===== config.mk =====
export PLATFORM = sky130hd
export DESIGN_NAME = lfsr_bist_ctrl
export DESIGN_NICKNAME = d
export VERILOG_FILES = /design/src/rtl/lfsr_bist_ctrl.sv
export SDC_FILE = /design/constraint.sdc
export NUM_CORES = 1
export LEC_CHECK = 0
export ABC_AREA = 1
export ABC_CLOCK_PERIOD_IN_PS = 1800
export BUFFER_PORTS_ARGS = -buffer_cell sky130_fd_sc_hd__buf_2
export CAP_MARGIN = 15
export CORE_UTILIZATION = 50
export DETAILED_ROUTE_END_ITERATION = 10
export PLACE_DENSITY = 0.77
export SLEW_MARGIN = 40
export SYNTH_ARGS = -nofsm -noshare
export SYNTH_HDL_FRONTEND = slang
export SYNTH_SLANG_ARGS = --single-unit

===== constraint.sdc =====
create_clock -name clk -period 1.8 [get_ports clk]
set_input_delay 0.09 -clock clk [delete_from_list [all_inputs] [get_ports clk]]
set_output_delay 0.09 -clock clk [all_outputs]
set_load 0.03 [all_outputs]

===== src/rtl/lfsr_bist_ctrl.sv =====
// ---------------------------------------------------------------------------
// lfsr_bist_ctrl
//
// BIST sequencer for an external LFSR pattern generator. A run seeds the
// LFSR and steps it for n_patterns cycles, or for one full period when
// n_patterns is 0. Each cycle the response of the circuit under test is
// compacted into an internal Galois MISR. The final signature is compared
// against a golden value.
//
// Optional build macro:
//   BIST_LOCKUP_DET_EN - adds output 'lockup'. An all-zero LFSR state ends
//                        the run without compacting that pattern, and the
//                        run is reported as failing.
//
// Ports:
//   clk            in   rising-edge clock
//   rst            in   asynchronous, active-low reset
//   start          in   one-cycle run request; ignored while busy or done
//   seed_in        in   LFSR seed (0 is replaced by 1), latched on start
//   n_patterns     in   pattern count, latched on start; 0 = period mode
//   golden         in   expected signature, latched on start
//   lfsr_q         in   current LFSR state
//   dut_resp       in   CUT response to lfsr_q, in the same cycle
//   lfsr_load      out  load lfsr_seed into the LFSR at the next edge
//   lfsr_seed      out  seed presented to the LFSR
//   lfsr_en        out  step the LFSR at the next edge
//   busy           out  high in LOAD, RUN and COMPARE
//   done           out  one-cycle completion pulse
//   pass           out  signature matched golden (held until next start)
//   timeout        out  period mode hit the 2^WIDTH cap (held)
//   signature      out  final MISR value (held)
//   pattern_count  out  number of patterns compacted (held)
//   lockup         out  (BIST_LOCKUP_DET_EN only) zero state seen (held)
// ---------------------------------------------------------------------------
module lfsr_bist_ctrl #(
  parameter int               WIDTH     = 4,
  parameter int               CNT_WIDTH = WIDTH + 1,
  parameter logic [WIDTH-1:0] MISR_TAPS = WIDTH'(4'b0011)
) (
  input  logic                 clk,
  input  logic                 rst,
  input  logic                 start,
  input  logic [WIDTH-1:0]     seed_in,
  input  logic [CNT_WIDTH-1:0] n_patterns,
  input  logic [WIDTH-1:0]     golden,
  input  logic [WIDTH-1:0]     lfsr_q,
  input  logic [WIDTH-1:0]     dut_resp,
  output logic                 lfsr_load,
  output logic [WIDTH-1:0]     lfsr_seed,
  output logic                 lfsr_en,
  output logic                 busy,
  output logic                 done,
  output logic                 pass,
  output logic                 timeout,
  output logic [WIDTH-1:0]     signature,
  output logic [CNT_WIDTH-1:0] pattern_count
`ifdef BIST_LOCKUP_DET_EN
  ,
  output logic                 lockup
`endif
);

  typedef enum logic [2:0] {
    S_IDLE,
    S_LOAD,
    S_RUN,
    S_COMPARE,
    S_DONE
  } state_t;

  // Count value of the last pattern before the period-mode cap of 2^WIDTH.
  localparam logic [CNT_WIDTH-1:0] CAP_LAST = CNT_WIDTH'((1 << WIDTH) - 1);
  localparam logic [CNT_WIDTH-1:0] CNT_ONE  = CNT_WIDTH'(1);

  state_t               state;
  logic [WIDTH-1:0]     seed_q;
  logic [CNT_WIDTH-1:0] n_q;
  logic [WIDTH-1:0]     golden_q;
  logic [WIDTH-1:0]     misr;
  logic [CNT_WIDTH-1:0] count;

  logic period_mode;
  logic seed_hit;
  logic lock_hit;
  logic lock_flag;
  logic stop_hold;
  logic last_pat;

  // The all-zero state locks the LFSR, so it is never used as a seed.
  function automatic logic [WIDTH-1:0] fix_seed(input logic [WIDTH-1:0] s);
    return (s == '0) ? WIDTH'(1) : s;
  endfunction

  // One Galois MISR step: shift left, fold the MSB back through the taps,
  // and absorb the current response.
  function automatic logic [WIDTH-1:0] misr_step(input logic [WIDTH-1:0] m,
                                                 input logic [WIDTH-1:0] resp);
    return {m[WIDTH-2:0], 1'b0} ^ (m[WIDTH-1] ? MISR_TAPS : '0) ^ resp;
  endfunction

  assign period_mode = (n_q == '0);

  // In period mode the run ends when the seed comes back around; that
  // repeated pattern is neither compacted nor stepped past.
  assign seed_hit = period_mode && (count != '0) && (lfsr_q == seed_q);

`ifdef BIST_LOCKUP_DET_EN
  assign lock_hit  = (lfsr_q == '0);
  assign lock_flag = lockup;
`else
  assign lock_hit  = 1'b0;
  assign lock_flag = 1'b0;
`endif

  // Cycles that end the run without compacting the current pattern.
  assign stop_hold = seed_hit || lock_hit;

  // Last compacted pattern: count reaches n_patterns, or the period cap.
  assign last_pat = period_mode ? (count == CAP_LAST) : (count == (n_q - CNT_ONE));

  // lfsr_en depends on the same-cycle lfsr_q, so it is decoded rather than
  // registered; gating by state keeps it low during and right after reset.
  assign lfsr_en   = (state == S_RUN) && !stop_hold;
  assign lfsr_seed = seed_q;

  always_ff @(posedge clk or negedge rst) begin
    if (!rst) begin
      state         <= S_IDLE;
      lfsr_load     <= 1'b0;
      busy          <= 1'b0;
      done          <= 1'b0;
      pass          <= 1'b0;
      timeout       <= 1'b0;
      signature     <= '0;
      pattern_count <= '0;
      seed_q        <= '0;
      n_q           <= '0;
      golden_q      <= '0;
      misr          <= '0;
      count         <= '0;
`ifdef BIST_LOCKUP_DET_EN
      lockup        <= 1'b0;
`endif
    end else begin
      lfsr_load <= 1'b0;
      done      <= 1'b0;
      case (state)
        S_IDLE: begin
          if (start) begin
            seed_q        <= fix_seed(seed_in);
            n_q           <= n_patterns;
            golden_q      <= golden;
            pass          <= 1'b0;
            timeout       <= 1'b0;
            signature     <= '0;
            pattern_count <= '0;
`ifdef BIST_LOCKUP_DET_EN
            lockup        <= 1'b0;
`endif
            lfsr_load     <= 1'b1;
            busy          <= 1'b1;
            state         <= S_LOAD;
          end
        end

        // LFSR takes the seed at the end of this cycle
        S_LOAD: begin
          misr  <= '0;
          count <= '0;
          state <= S_RUN;
        end

        // one pattern per cycle
        S_RUN: begin
          if (stop_hold) begin
`ifdef BIST_LOCKUP_DET_EN
            lockup <= lock_hit;
`endif
            state <= S_COMPARE;
          end else begin
            misr  <= misr_step(misr, dut_resp);
            count <= count + CNT_ONE;
            if (period_mode && (count == CAP_LAST)) begin
              timeout <= 1'b1;
            end
            if (last_pat) begin
              state <= S_COMPARE;
            end
          end
        end

        // publish results
        S_COMPARE: begin
          signature     <= misr;
          pattern_count <= count;
          pass          <= (misr == golden_q) && !timeout && !lock_flag;
          busy          <= 1'b0;
          done          <= 1'b1;
          state         <= S_DONE;
        end

        // done pulse; a start here is deliberately not accepted
        S_DONE: begin
          state <= S_IDLE;
        end

        default: begin
          state <= S_IDLE;
        end
      endcase
    end
  end

endmodule

==> summary.md <==
| Metric | Value |
|---|---|
| Yosys warns | 0 |
| Pins Over Slew Limit | 0 |
| Hold Violations, Final | 0 |
| Final period util | 94.9% |
| Routed WL per cell | 11.6 um |
| Finish-stage setup viols | 0 |
| Core box area | 3470 um2 |
| Post-Route Setup TNS | 0 ns |
| First DRT Iteration DRCs | 81 |
| Antenna violations before repair | 0 |
| RSZ-0062 raised after global routing | no |
| Clock root cell | clkbuf_8 |
| CTS Buf Count | 5 |
| Avg Cell Area, Syn | 8.67 um2 |
| Ant diodes | 0 |
| Seq/Total Area, Yosys | 51.9% |
| Final net count | 302 |
| Die Span Y | 63.4 um |
| Clk slew on worst S/H paths | 0.07 ns |
| H-tree depth | 2 |
| Worst setup EP type | output port |
| IO Port Bufs | 42 |
| First-pass GRT wire length | 6.33 mm |
| Post-Synthesis Cell Area | 1880 um2 |
| Final WS setup | 0.0913 ns |
| Hold Startpoint | golden[1] |
| Vias | 1589 |
| Number of global-route vias before repair | 1466 |
| DP Worst Slack | 0.259 ns |
| Max-Cap Viols | 0 |
| Area Overhead vs Synth | 24.5% |
| Worst Path Required | 1.71 ns |
| Total wire length | 3.73 mm |
| Fmax | 0.585 GHz |
| Clk_lat worst skew | 0.29 ns |
| FF+latch count, synth | 39 |
| Least-Margin Pin Slew | 0.339 ns |
| Via/cell ratio | 4.95 |
| DP Wirelength | 2.83 mm |
| WHS | 0.00577 ns |
| PwrDens | 1720 nW/um2 |
| Reg area | 976 um2 |
| Crit start category | register |
| Ports | 43 |
| Layout cells sized above 1 | 25.5% |
| CTS max path bufs | 2 |
| Slew headroom | 77.4% |
| Status | finished clean |
| Clock sink total | 39 |
| Initial Utilization | 54.3% |
| CP startpoint | n_q[0] |
| GRT overflow | 0 |
| Area of the multi-input gates | 756 um2 |
| Cell count after synthesis | 217 |
| Row count | 21 |
| Reg2reg setup slack | 0.12 ns |
| TritonRoute pass-1 iters | 4 |
| Peak VDD IR | 0.000800 V |
| Residual DRC | 0 |
| Antenna-violating nets left | 0 |
| Largest net degree at the start of global routing | 18 |
| Syn_nets | 245 |
| Leakage dissipation | 0.00124 uW |
| Worst-path maximum fanout | 4 |
| Gpl congestion | 0.892 |
| Global-route usage over all layers | 20.8% |
| CP Class | reg -> out |
| Reg2reg start | n_q[0] |
| Worst setup skew after layout | 0.00438 ns |
| CTS tree | done |
| Min-delay worst type | in -> reg |
| CP Data Arrival Time | 1.62 ns |
| Fillers | 297 |
| Die area | 4010 um2 |
| Period minus WS final | 1.71 ns |
| Count of cell types in the netlist | 25 |
| Die Wd | 63.4 um |
## critical path: stages (launching register included)
cell	delay, ns
dfrtp_1	0.39
inv_1	0.10
ha_2	0.20
nand3_1	0.14
nor2_2	0.12
nand3_2	0.09
nand2_4	0.07
inv_2	0.05
clkbuf_4	0.17
## cells in the final DEF, fill, tap and decap left out
| cell type | n |
|---|---|
| buf_2 | 41 |
| nor2_2 | 2 |
| ha_1 | 3 |
| a21oi_1 | 3 |
| inv_1 | 28 |
| ha_2 | 1 |
| nor4_1 | 1 |
| nor2_1 | 11 |
| o21ai_0 | 16 |
| nand3_2 | 1 |
| buf_4 | 7 |
| clkbuf_4 | 1 |
| nand2_1 | 50 |
| clkbuf_8 | 7 |
| xnor2_1 | 7 |
| xor2_1 | 6 |
| o21ai_1 | 6 |
| nand4_1 | 1 |
| dlygate4sd3_1 | 6 |
| o21ai_2 | 1 |
| clkinvlp_4 | 1 |
| dfrtp_1 | 39 |
| nand2_4 | 2 |
| nand3b_1 | 1 |
| inv_2 | 5 |
| nor3_4 | 1 |
| nand3_1 | 19 |
| o22ai_1 | 8 |
## area by class of cell
cell class | instances | share of cell area, %
multi-input combinational | 140 | 32.3
timing repair buffer | 55 | 13.9
clock buffer | 7 | 4.11
sequential | 39 | 41.7
tap | 46 | 2.46
clock inverter | 1 | 0.321
inverter | 33 | 5.29
## metrics by stage
| step | util [%] | cell area [um2] | std cells | power, uW |
|---|---|---|---|---|
| floorplan | - | 1880 | 217 | 2870 |
| global placement | 62.2 | 2160 | 305 | 3310 |
| detailed placement | 62.2 | 2160 | 305 | 3350 |
| global route | 67.5 | 2340 | 321 | 4370 |
| CTS | 67.2 | 2330 | 320 | 4030 |
| finish | 67.5 | 2340 | 321 | 4040 |
## flip-flops by register name, indices dropped and copies added, names as in the netlist
signal,count
misr,4
lfsr_load,1
n_q,5
done,1
state,3
golden_q,4
pattern_count,5
pass,1
timeout,1
count,5
signature,4
lfsr_seed,4
busy,1
## routing by layer
metal  share of wire [%]  global-route usage [%]  vias to the layer above  wire length, um
li1                    -                       -                      808                -
met1                  47                    27.0                      731             1760
met2                  47                    33.0                       43             1740
met3                 4.5                    5.43                        7              166
met4                 1.8                    8.52                        0               66
met5                   0                       0                        -                0
## final timing paths
| path | to | cells past startpoint |
|---|---|---|
| worst max-delay path | lfsr_en | 8 |
| worst min-delay path | golden_q[1] | 3 |
| worst max register to register | count[3] | 10 |
| worst min register to register | busy | 2 |
| max in group asynchronous | signature[2] | 3 |
| min in group asynchronous | n_q[2] | 2 |
## synthesized netlist by cell type
cell type   n  area share (%)
buf_2       2            0.53
nand4_1     1            0.33
xor2_1      6             2.8
o22ai_1     8             2.7
a21oi_1     3            0.80
nor2_1     11             2.2
nand3_1    19             5.1
buf_1       1            0.20
clkbuf_1    1            0.20
nand2_1    50              10
xnor2_1     7             3.3
inv_2       4            0.80
dfrtp_1    39              52
buf_6       1            0.60
nand3_2     1            0.53
o21ai_1     6             1.6
nor2_2      2            0.66
ha_1        4             2.7
inv_1      29             5.8
nand3b_1    1            0.40
nand2_4     2             1.2
nor3_4      1            0.86
o21ai_0    16             4.3
o21ai_2     1            0.47
nor4_1      1            0.33
## timing repair
action	CTS	global route
hold buffers	6	0
hold endpoints to repair	18	0
gates cloned	0	0
gates resized for setup	0	3
setup endpoints to repair	1	1
setup buffers	1	1
pin swaps	0	0
## report_power, final
part           internal [uW]  switching [uW]  total, uW
clock network            348             303        651
registers               1220             242       1460
logic                    681            1240       1920
total                   2250            1790       4040
## cells by family after synthesis
logic type | Yosys count | share of synthesized area (%)
xor+xnor | 13 | 6.05
compound gates | 34 | 9.77
flops | 39 | 51.9
buf+inv | 38 | 8.11
simple gates | 89 | 21.5
fa+ha+maj | 4 | 2.66
Note: power is estimated with default switching activity, not from simulation.
